## src/rtl/bp_pkg.sv

```systemverilog
// Shared types and helpers for the branch predictor: counter encodings,
// default geometry, BTB entry layout and the saturating counter update.
package bp_pkg;

  localparam int BP_PC_BITS  = 12;
  localparam int BP_ENTRIES  = 16;
  localparam int BP_IDX_BITS = $clog2(BP_ENTRIES);
  localparam int BP_TAG_BITS = BP_PC_BITS - BP_IDX_BITS - 2;

  localparam logic [1:0] CTR_SNT = 2'b00;
  localparam logic [1:0] CTR_WNT = 2'b01;
  localparam logic [1:0] CTR_WT  = 2'b10;
  localparam logic [1:0] CTR_ST  = 2'b11;

  // Entry layout for the default geometry.
  typedef struct packed {
    logic                   valid;
    logic [BP_TAG_BITS-1:0] tag;
    logic [BP_PC_BITS-1:0]  target;
    logic [1:0]             ctr;
  } btb_entry_t;

  function automatic logic [1:0] sat_ctr_update(input logic [1:0] ctr,
                                                input logic       taken);
    sat_ctr_update = ctr;
    if (taken) begin
      if (ctr != CTR_ST) sat_ctr_update = ctr + 2'd1;
    end else begin
      if (ctr != CTR_SNT) sat_ctr_update = ctr - 2'd1;
    end
  endfunction

endpackage

```

## src/rtl/branch_predictor_if.sv

```systemverilog
// Fetch/EX-side bundle for the branch predictor; master is the pipeline,
// slave is the predictor.
interface branch_predictor_if
  import bp_pkg::*;
#(
  parameter int PC_BITS = BP_PC_BITS
);
  // No backpressure: EX_brn is the only qualifier and marks one resolved
  // branch per cycle; the predictor always accepts it and F_* is always valid.
  logic [PC_BITS-1:0] F_pc;
  logic               F_BP_taken;
  logic [PC_BITS-1:0] F_BP_target_pc;
  logic               EX_brn;
  logic [PC_BITS-1:0] EX_pc;
  logic               EX_true_taken;
  logic [PC_BITS-1:0] EX_target_pc;
  logic               EX_taken;
  logic [31:0]        BP_branch_cnt;
  logic [31:0]        BP_mispredict_cnt;

  modport master (
    output F_pc, EX_brn, EX_pc, EX_true_taken, EX_target_pc, EX_taken,
    input  F_BP_taken, F_BP_target_pc, BP_branch_cnt, BP_mispredict_cnt
  );

  modport slave (
    input  F_pc, EX_brn, EX_pc, EX_true_taken, EX_target_pc, EX_taken,
    output F_BP_taken, F_BP_target_pc, BP_branch_cnt, BP_mispredict_cnt
  );
endinterface

```

## src/rtl/bp_sat_ctr.sv

```systemverilog
// Next-state logic for a 2-bit saturating direction counter.
module bp_sat_ctr
  import bp_pkg::*;
(
  input  logic [1:0] ctr,
  input  logic       taken,
  output logic [1:0] ctr_next
);

  assign ctr_next = sat_ctr_update(ctr, taken);

endmodule

```

## src/rtl/branch_predictor.sv

```systemverilog
// Direct-mapped BTB with 2-bit counters; zero-latency lookup, trained from EX.
// Optional resolved-branch / mispredict statistics under `BP_STATS_EN.
module branch_predictor
  import bp_pkg::*;
#(
  parameter int PC_BITS = BP_PC_BITS,
  parameter int ENTRIES = BP_ENTRIES
) (
  input logic               clk,
  input logic               rst,
  branch_predictor_if.slave bp
);

  localparam int IDX_BITS = $clog2(ENTRIES);
  localparam int TAG_BITS = PC_BITS - IDX_BITS - 2;

  typedef struct packed {
    logic                valid;
    logic [TAG_BITS-1:0] tag;
    logic [PC_BITS-1:0]  target;
    logic [1:0]          ctr;
  } entry_t;

  entry_t table_q [ENTRIES];

  // Lookup reads only flopped state, so an update in the same cycle is not
  // visible until the next one.
  logic [IDX_BITS-1:0] f_idx;
  logic [TAG_BITS-1:0] f_tag;
  logic                f_hit;
  logic                f_pred_taken;

  assign f_idx        = bp.F_pc[IDX_BITS+1:2];
  assign f_tag        = bp.F_pc[PC_BITS-1:IDX_BITS+2];
  assign f_hit        = table_q[f_idx].valid && (table_q[f_idx].tag == f_tag);
  assign f_pred_taken = f_hit && table_q[f_idx].ctr[1];

  assign bp.F_BP_taken     = f_pred_taken;
  assign bp.F_BP_target_pc = f_pred_taken ? table_q[f_idx].target
                                          : bp.F_pc + PC_BITS'(4);

  logic [IDX_BITS-1:0] ex_idx;
  logic [TAG_BITS-1:0] ex_tag;
  logic                ex_hit;
  logic [1:0]          ctr_upd;

  assign ex_idx = bp.EX_pc[IDX_BITS+1:2];
  assign ex_tag = bp.EX_pc[PC_BITS-1:IDX_BITS+2];
  assign ex_hit = table_q[ex_idx].valid && (table_q[ex_idx].tag == ex_tag);

  bp_sat_ctr u_sat_ctr (
    .ctr      (table_q[ex_idx].ctr),
    .taken    (bp.EX_true_taken),
    .ctr_next (ctr_upd)
  );

  // Training ignores EX_taken: a flushed branch still resolved for real.
  always_ff @(posedge clk) begin
    if (rst) begin
      for (int i = 0; i < ENTRIES; i++) begin
        table_q[i] <= '{valid: 1'b0, tag: '0, target: '0, ctr: CTR_WNT};
      end
    end else if (bp.EX_brn) begin
      if (ex_hit) begin
        table_q[ex_idx].ctr <= ctr_upd;
        if (bp.EX_true_taken) table_q[ex_idx].target <= bp.EX_target_pc;
      end else if (bp.EX_true_taken) begin
        table_q[ex_idx] <= '{valid: 1'b1, tag: ex_tag,
                             target: bp.EX_target_pc, ctr: CTR_WT};
      end
    end
  end

`ifdef BP_STATS_EN
  logic [31:0] branch_cnt_q;
  logic [31:0] mispredict_cnt_q;

  always_ff @(posedge clk) begin
    if (rst) begin
      branch_cnt_q     <= '0;
      mispredict_cnt_q <= '0;
    end else if (bp.EX_brn) begin
      if (branch_cnt_q != 32'hFFFF_FFFF) branch_cnt_q <= branch_cnt_q + 32'd1;
      if (bp.EX_taken && (mispredict_cnt_q != 32'hFFFF_FFFF))
        mispredict_cnt_q <= mispredict_cnt_q + 32'd1;
    end
  end

  assign bp.BP_branch_cnt     = branch_cnt_q;
  assign bp.BP_mispredict_cnt = mispredict_cnt_q;
`else
  assign bp.BP_branch_cnt     = '0;
  assign bp.BP_mispredict_cnt = '0;
`endif

  // Byte-offset bits never select an entry; EX_taken only feeds the stats.
  logic unused_ok;
  assign unused_ok = ^{bp.EX_pc[1:0], bp.EX_taken};

endmodule

```

## src/flat_wrapper.sv

```systemverilog
// flat-port wrapper written by rule: the top's interface ports become plain ports
module branch_predictor_flat import bp_pkg::*;
#(
  parameter int PC_BITS = BP_PC_BITS,
  parameter int ENTRIES = BP_ENTRIES
)
  (clk, rst, bp_F_pc, bp_EX_brn, bp_EX_pc, bp_EX_true_taken, bp_EX_target_pc, bp_EX_taken, bp_F_BP_taken, bp_F_BP_target_pc, bp_BP_branch_cnt, bp_BP_mispredict_cnt);
  branch_predictor_if #(.PC_BITS(PC_BITS)) bp_i ();
  input logic clk;
  input logic rst;
  input wire logic [$bits(bp_i.F_pc)-1:0] bp_F_pc;
  input wire logic [$bits(bp_i.EX_brn)-1:0] bp_EX_brn;
  input wire logic [$bits(bp_i.EX_pc)-1:0] bp_EX_pc;
  input wire logic [$bits(bp_i.EX_true_taken)-1:0] bp_EX_true_taken;
  input wire logic [$bits(bp_i.EX_target_pc)-1:0] bp_EX_target_pc;
  input wire logic [$bits(bp_i.EX_taken)-1:0] bp_EX_taken;
  output wire logic [$bits(bp_i.F_BP_taken)-1:0] bp_F_BP_taken;
  output wire logic [$bits(bp_i.F_BP_target_pc)-1:0] bp_F_BP_target_pc;
  output wire logic [$bits(bp_i.BP_branch_cnt)-1:0] bp_BP_branch_cnt;
  output wire logic [$bits(bp_i.BP_mispredict_cnt)-1:0] bp_BP_mispredict_cnt;
  assign bp_i.F_pc = bp_F_pc;
  assign bp_i.EX_brn = bp_EX_brn;
  assign bp_i.EX_pc = bp_EX_pc;
  assign bp_i.EX_true_taken = bp_EX_true_taken;
  assign bp_i.EX_target_pc = bp_EX_target_pc;
  assign bp_i.EX_taken = bp_EX_taken;
  assign bp_F_BP_taken = bp_i.F_BP_taken;
  assign bp_F_BP_target_pc = bp_i.F_BP_target_pc;
  assign bp_BP_branch_cnt = bp_i.BP_branch_cnt;
  assign bp_BP_mispredict_cnt = bp_i.BP_mispredict_cnt;
  branch_predictor #(.PC_BITS(PC_BITS), .ENTRIES(ENTRIES)) u_core (.clk(clk), .rst(rst), .bp(bp_i));
endmodule
```

## config.mk

```make
export PLATFORM = sky130hd
export DESIGN_NAME = branch_predictor_flat
export DESIGN_NICKNAME = d
export VERILOG_FILES = /design/src/rtl/bp_pkg.sv /design/src/rtl/branch_predictor_if.sv /design/src/rtl/bp_sat_ctr.sv /design/src/rtl/branch_predictor.sv /design/src/flat_wrapper.sv
export SDC_FILE = /design/constraint.sdc
export NUM_CORES = 1
export LEC_CHECK = 0
export BUFFER_PORTS_ARGS = -buffer_cell sky130_fd_sc_hd__buf_2
export CORE_MARGIN = 5
export CORE_UTILIZATION = 52
export CTS_CLUSTER_DIAMETER = 40
export DETAILED_ROUTE_END_ITERATION = 6
export PLACE_DENSITY_LB_ADDON = 0.1
export SLEW_MARGIN = 15
export SYNTH_ARGS = -nofsm -noshare
export SYNTH_HDL_FRONTEND = slang
export SYNTH_SLANG_ARGS = --single-unit
```

## constraint.sdc

```tcl
create_clock -name clk -period 3.68 [get_ports clk]
set_input_delay 0.368 -clock clk [delete_from_list [all_inputs] [get_ports clk]]
set_output_delay 0.368 -clock clk [all_outputs]
set_load 0.005 [all_outputs]
```

==> impl_metrics.yaml <==
worst_setup_path:
  reg2reg_to: "u_core.table_q[2][14]"
  critPathLaunchType: "flop"
  cp_max_fo: 13
  crit_path_end_kind: "output pin"
  cp_data_required_time_ns: 3.31
  crit-reg2reg-launch: "u_core.table_q[11][16]"
  cp.arrival_ns: 3.18
  r2r_cells: 8
  critical_path_class: "reg -> out"
  reg2reg_slack_ns: 0.44
worst_hold_path:
  min-delay-start: "bp_EX_target_pc[3]"
  hold_class: "in -> reg"
  min_to: "u_core.table_q[4][5]"
  holdPathStages: 2
drt:
  detail_route.wirelength_mm: 43.17
  viasPerCell: 5.827
  vias: 10450
  first_pass_iters: 5
  drcViolationCount: 0
  antenna_left: 0
  wl_per_cell_um: 24.06
  drt_iter0_markers: 1060
clocking:
  ctsHtreeMaxLevel: 2
  clock_path_buffers: 3
  cts.sinks: 336
  clk_latency_ns: 0.55
  clk_pin_slew_ns: 0.06
  root_buffer: "clkbuf_16"
  postCtsSetupRepairBufs: 0
  cts_inserted_buffers: 44
  cts.repair.resized: 0
  cts_hold_buffers: 0
  tritoncts: "built"
global_routing:
  grt_pass1_vias: 10350
  grt_max_degree: 52
  grtUsageTotal_pct: 23.74
  grt_pass1_wl_mm: 65.11
  antenna_found_initial: 1
  overflow: 0
die:
  die_h_um: 192.5
  ios: 118
  core-area_mm2: 0.03270
  die-area_mm2: 0.03707
  die_w_um: 192.5
  num_rows: 66
  start_util_pct: 52.98
final_layout:
  antenna_cells: 0
  syn_to_final_growth_pct: 14.57
  final_cell_area_mm2: 0.01985
  largest_reg_flops: 336
  regMostFlops: "u_core.table_q"
  largestRegisters: "u_core.table_q x336"
  fin_cells: 1794
  layout-drive-gt1-share_pct: 27.00
  fin_nets: 1359
  final_util_pct: 60.69
timing:
  worstMarginPinSlew_ns: 0.9436
  period_minus_slack_ns: 3.546
  grt_setup_unrepaired: "no"
  fin_worst_skew_ns: 0.01898
  hold_viol: 0
  final.setup.tns_ns: 0
  slew_headroom_pct: 36.97
  period_share_pct: 96.36
  setup_viol: 0
  timing.fmax_mhz: 282.0
  slew_viol_final: 0
placement:
  io_buffers: 50
  placed_cells: 1713
  post-dp-hpwl_mm: 29.79
  dpl_cell_area_mm2: 0.01821
  place.gp.congestion: 0.8383
power:
  seq_power_share_pct: 44.2
  pwr-share-comb_pct: 8.3
  p_per_area_mw_per_mm2: 503.4
  internal_power_w: 0.007770
  p_sw_share_pct: 22.24
  peakVddDrop_uv: 331.5
  power_w: 0.009992
  p_sw_w: 0.002222
  p_clk_share_pct: 47.6
  p_leak_nw: 7.362
synth:
  ys_seq_area_share_pct: 57.32
  yosys.area.top_type: "edfxtp_1"
  yosysTopAreaCellShare_pct: 55.47
  avgSynthCellArea_um2: 13.93
  syn_inst: 1244
  synth_common_cells: "edfxtp_1, and2_1, mux4_2"
  synthArstFlopShare_pct: 0
  synthFlopType: "edfxtp_1"
  ys_seq_elements: 336
  ys_types: 47
  synth.most_common_cell: "edfxtp_1"
  synth_area_mm2: 0.01732
  yosys_warnings: 0
  synth_edf_count: 320
  yosys-top-cells-area: "edfxtp_1, mux4_2, and2_1, buf_4, nor2_1"
status:
  status: "complete, no violations"
flow_run:
  drv_cap: 0
-- cell families (layout without fill, tap and decap cells) --
family	count (synthesis)	count (layout)	share of synthesized area, %
simple gates	427	427	13.00
flops	336	336	57.32
buf+inv	198	243	6.023
mux	153	153	17.97
compound gates	105	105	4.427
xor+xnor	22	22	1.112
fa+ha+maj	2	2	0.1300
other cells	1	64	0.02165
-- worst max-delay path by stage --
stage | end | cells past startpoint | from | slack, ns
floorplan | bp_F_BP_target_pc[0] | 8 | bp_F_pc[2] | 0.33
global placement | u_core.table_q[2][14] | 9 | bp_EX_pc[3] | -0.004
detailed placement | u_core.table_q[2][14] | 10 | bp_EX_pc[3] | -0.04
CTS | bp_F_BP_target_pc[7] | 8 | u_core.table_q[12][16] | 0.09
global route | bp_F_BP_target_pc[3] | 8 | u_core.table_q[12][16] | 0.02
finish | bp_F_BP_target_pc[5] | 8 | u_core.table_q[12][16] | 0.13
-- critical path, cell delays in order, from the launching register on --
cell	delay (ns)
edfxtp_1	0.40
mux4_2	0.49
mux4_2	0.57
xor2_1	0.17
a211oi_1	0.23
nand4_1	0.11
buf_4	0.22
mux2_2	0.30
buf_2	0.13
-- stage by stage --
step	setup WS, ns	hold slack [ns]
global placement	-0.004454	0.4670
CTS	0.09097	0.2950
floorplan	0.3263	0.4499
finish	0.1340	0.3337
detailed placement	-0.03716	0.4778
global route	0.01882	0.3360
-- layout by cell type, fill, tap and decap left out, types with 21 or more instances in the layout --
cell type	netlist	final
and2_1	146	146
and3_1	49	49
buf_2	33	48
buf_4	65	81
clkbuf_16	0	45
conb_1	1	64
edfxtp_1	320	320
inv_1	21	21
mux4_2	125	125
nand2_1	44	44
nand2b_1	26	26
nand3_1	24	24
nor2_1	114	114
o21bai_1	48	48
-- layer usage --
| layer | routed length, µm | GRT usage [%] | vias up |
|---|---|---|---|
| met4 | 646 | 5.019 | 0 |
| li1 | - | - | 4654 |
| met2 | 19850 | 35.64 | 454 |
| met3 | 3607 | 4.721 | 43 |
| met1 | 19070 | 36.52 | 5302 |
| met5 | 0 | 0 | - |
-- power groups by stage --
stage | registers (W) | clock network (W) | logic (W)
2_1_floorplan | 0.00446 | 0 | 0.000593
3_3_place_gp | 0.00449 | 0 | 0.000817
3_5_place_dp | 0.00449 | 0 | 0.000825
4_1_cts | 0.00441 | 0.00483 | 0.000827
5_1_grt | 0.00443 | 0.00499 | 0.000887
6_report | 0.00441 | 0.00475 | 0.000826
-- area by class of cell --
class	instances	area [µm²]
Sequential cell	336	9930
Fill cell	2551	12850
Clock inverter	29	473.0
Tap cell	442	553.0
Clock buffer	52	1162
Timing Repair Buffer	140	1060
Inverter	22	82.58
Multi-Input combinational cell	773	6588
(Power assumes the default switching activity.)
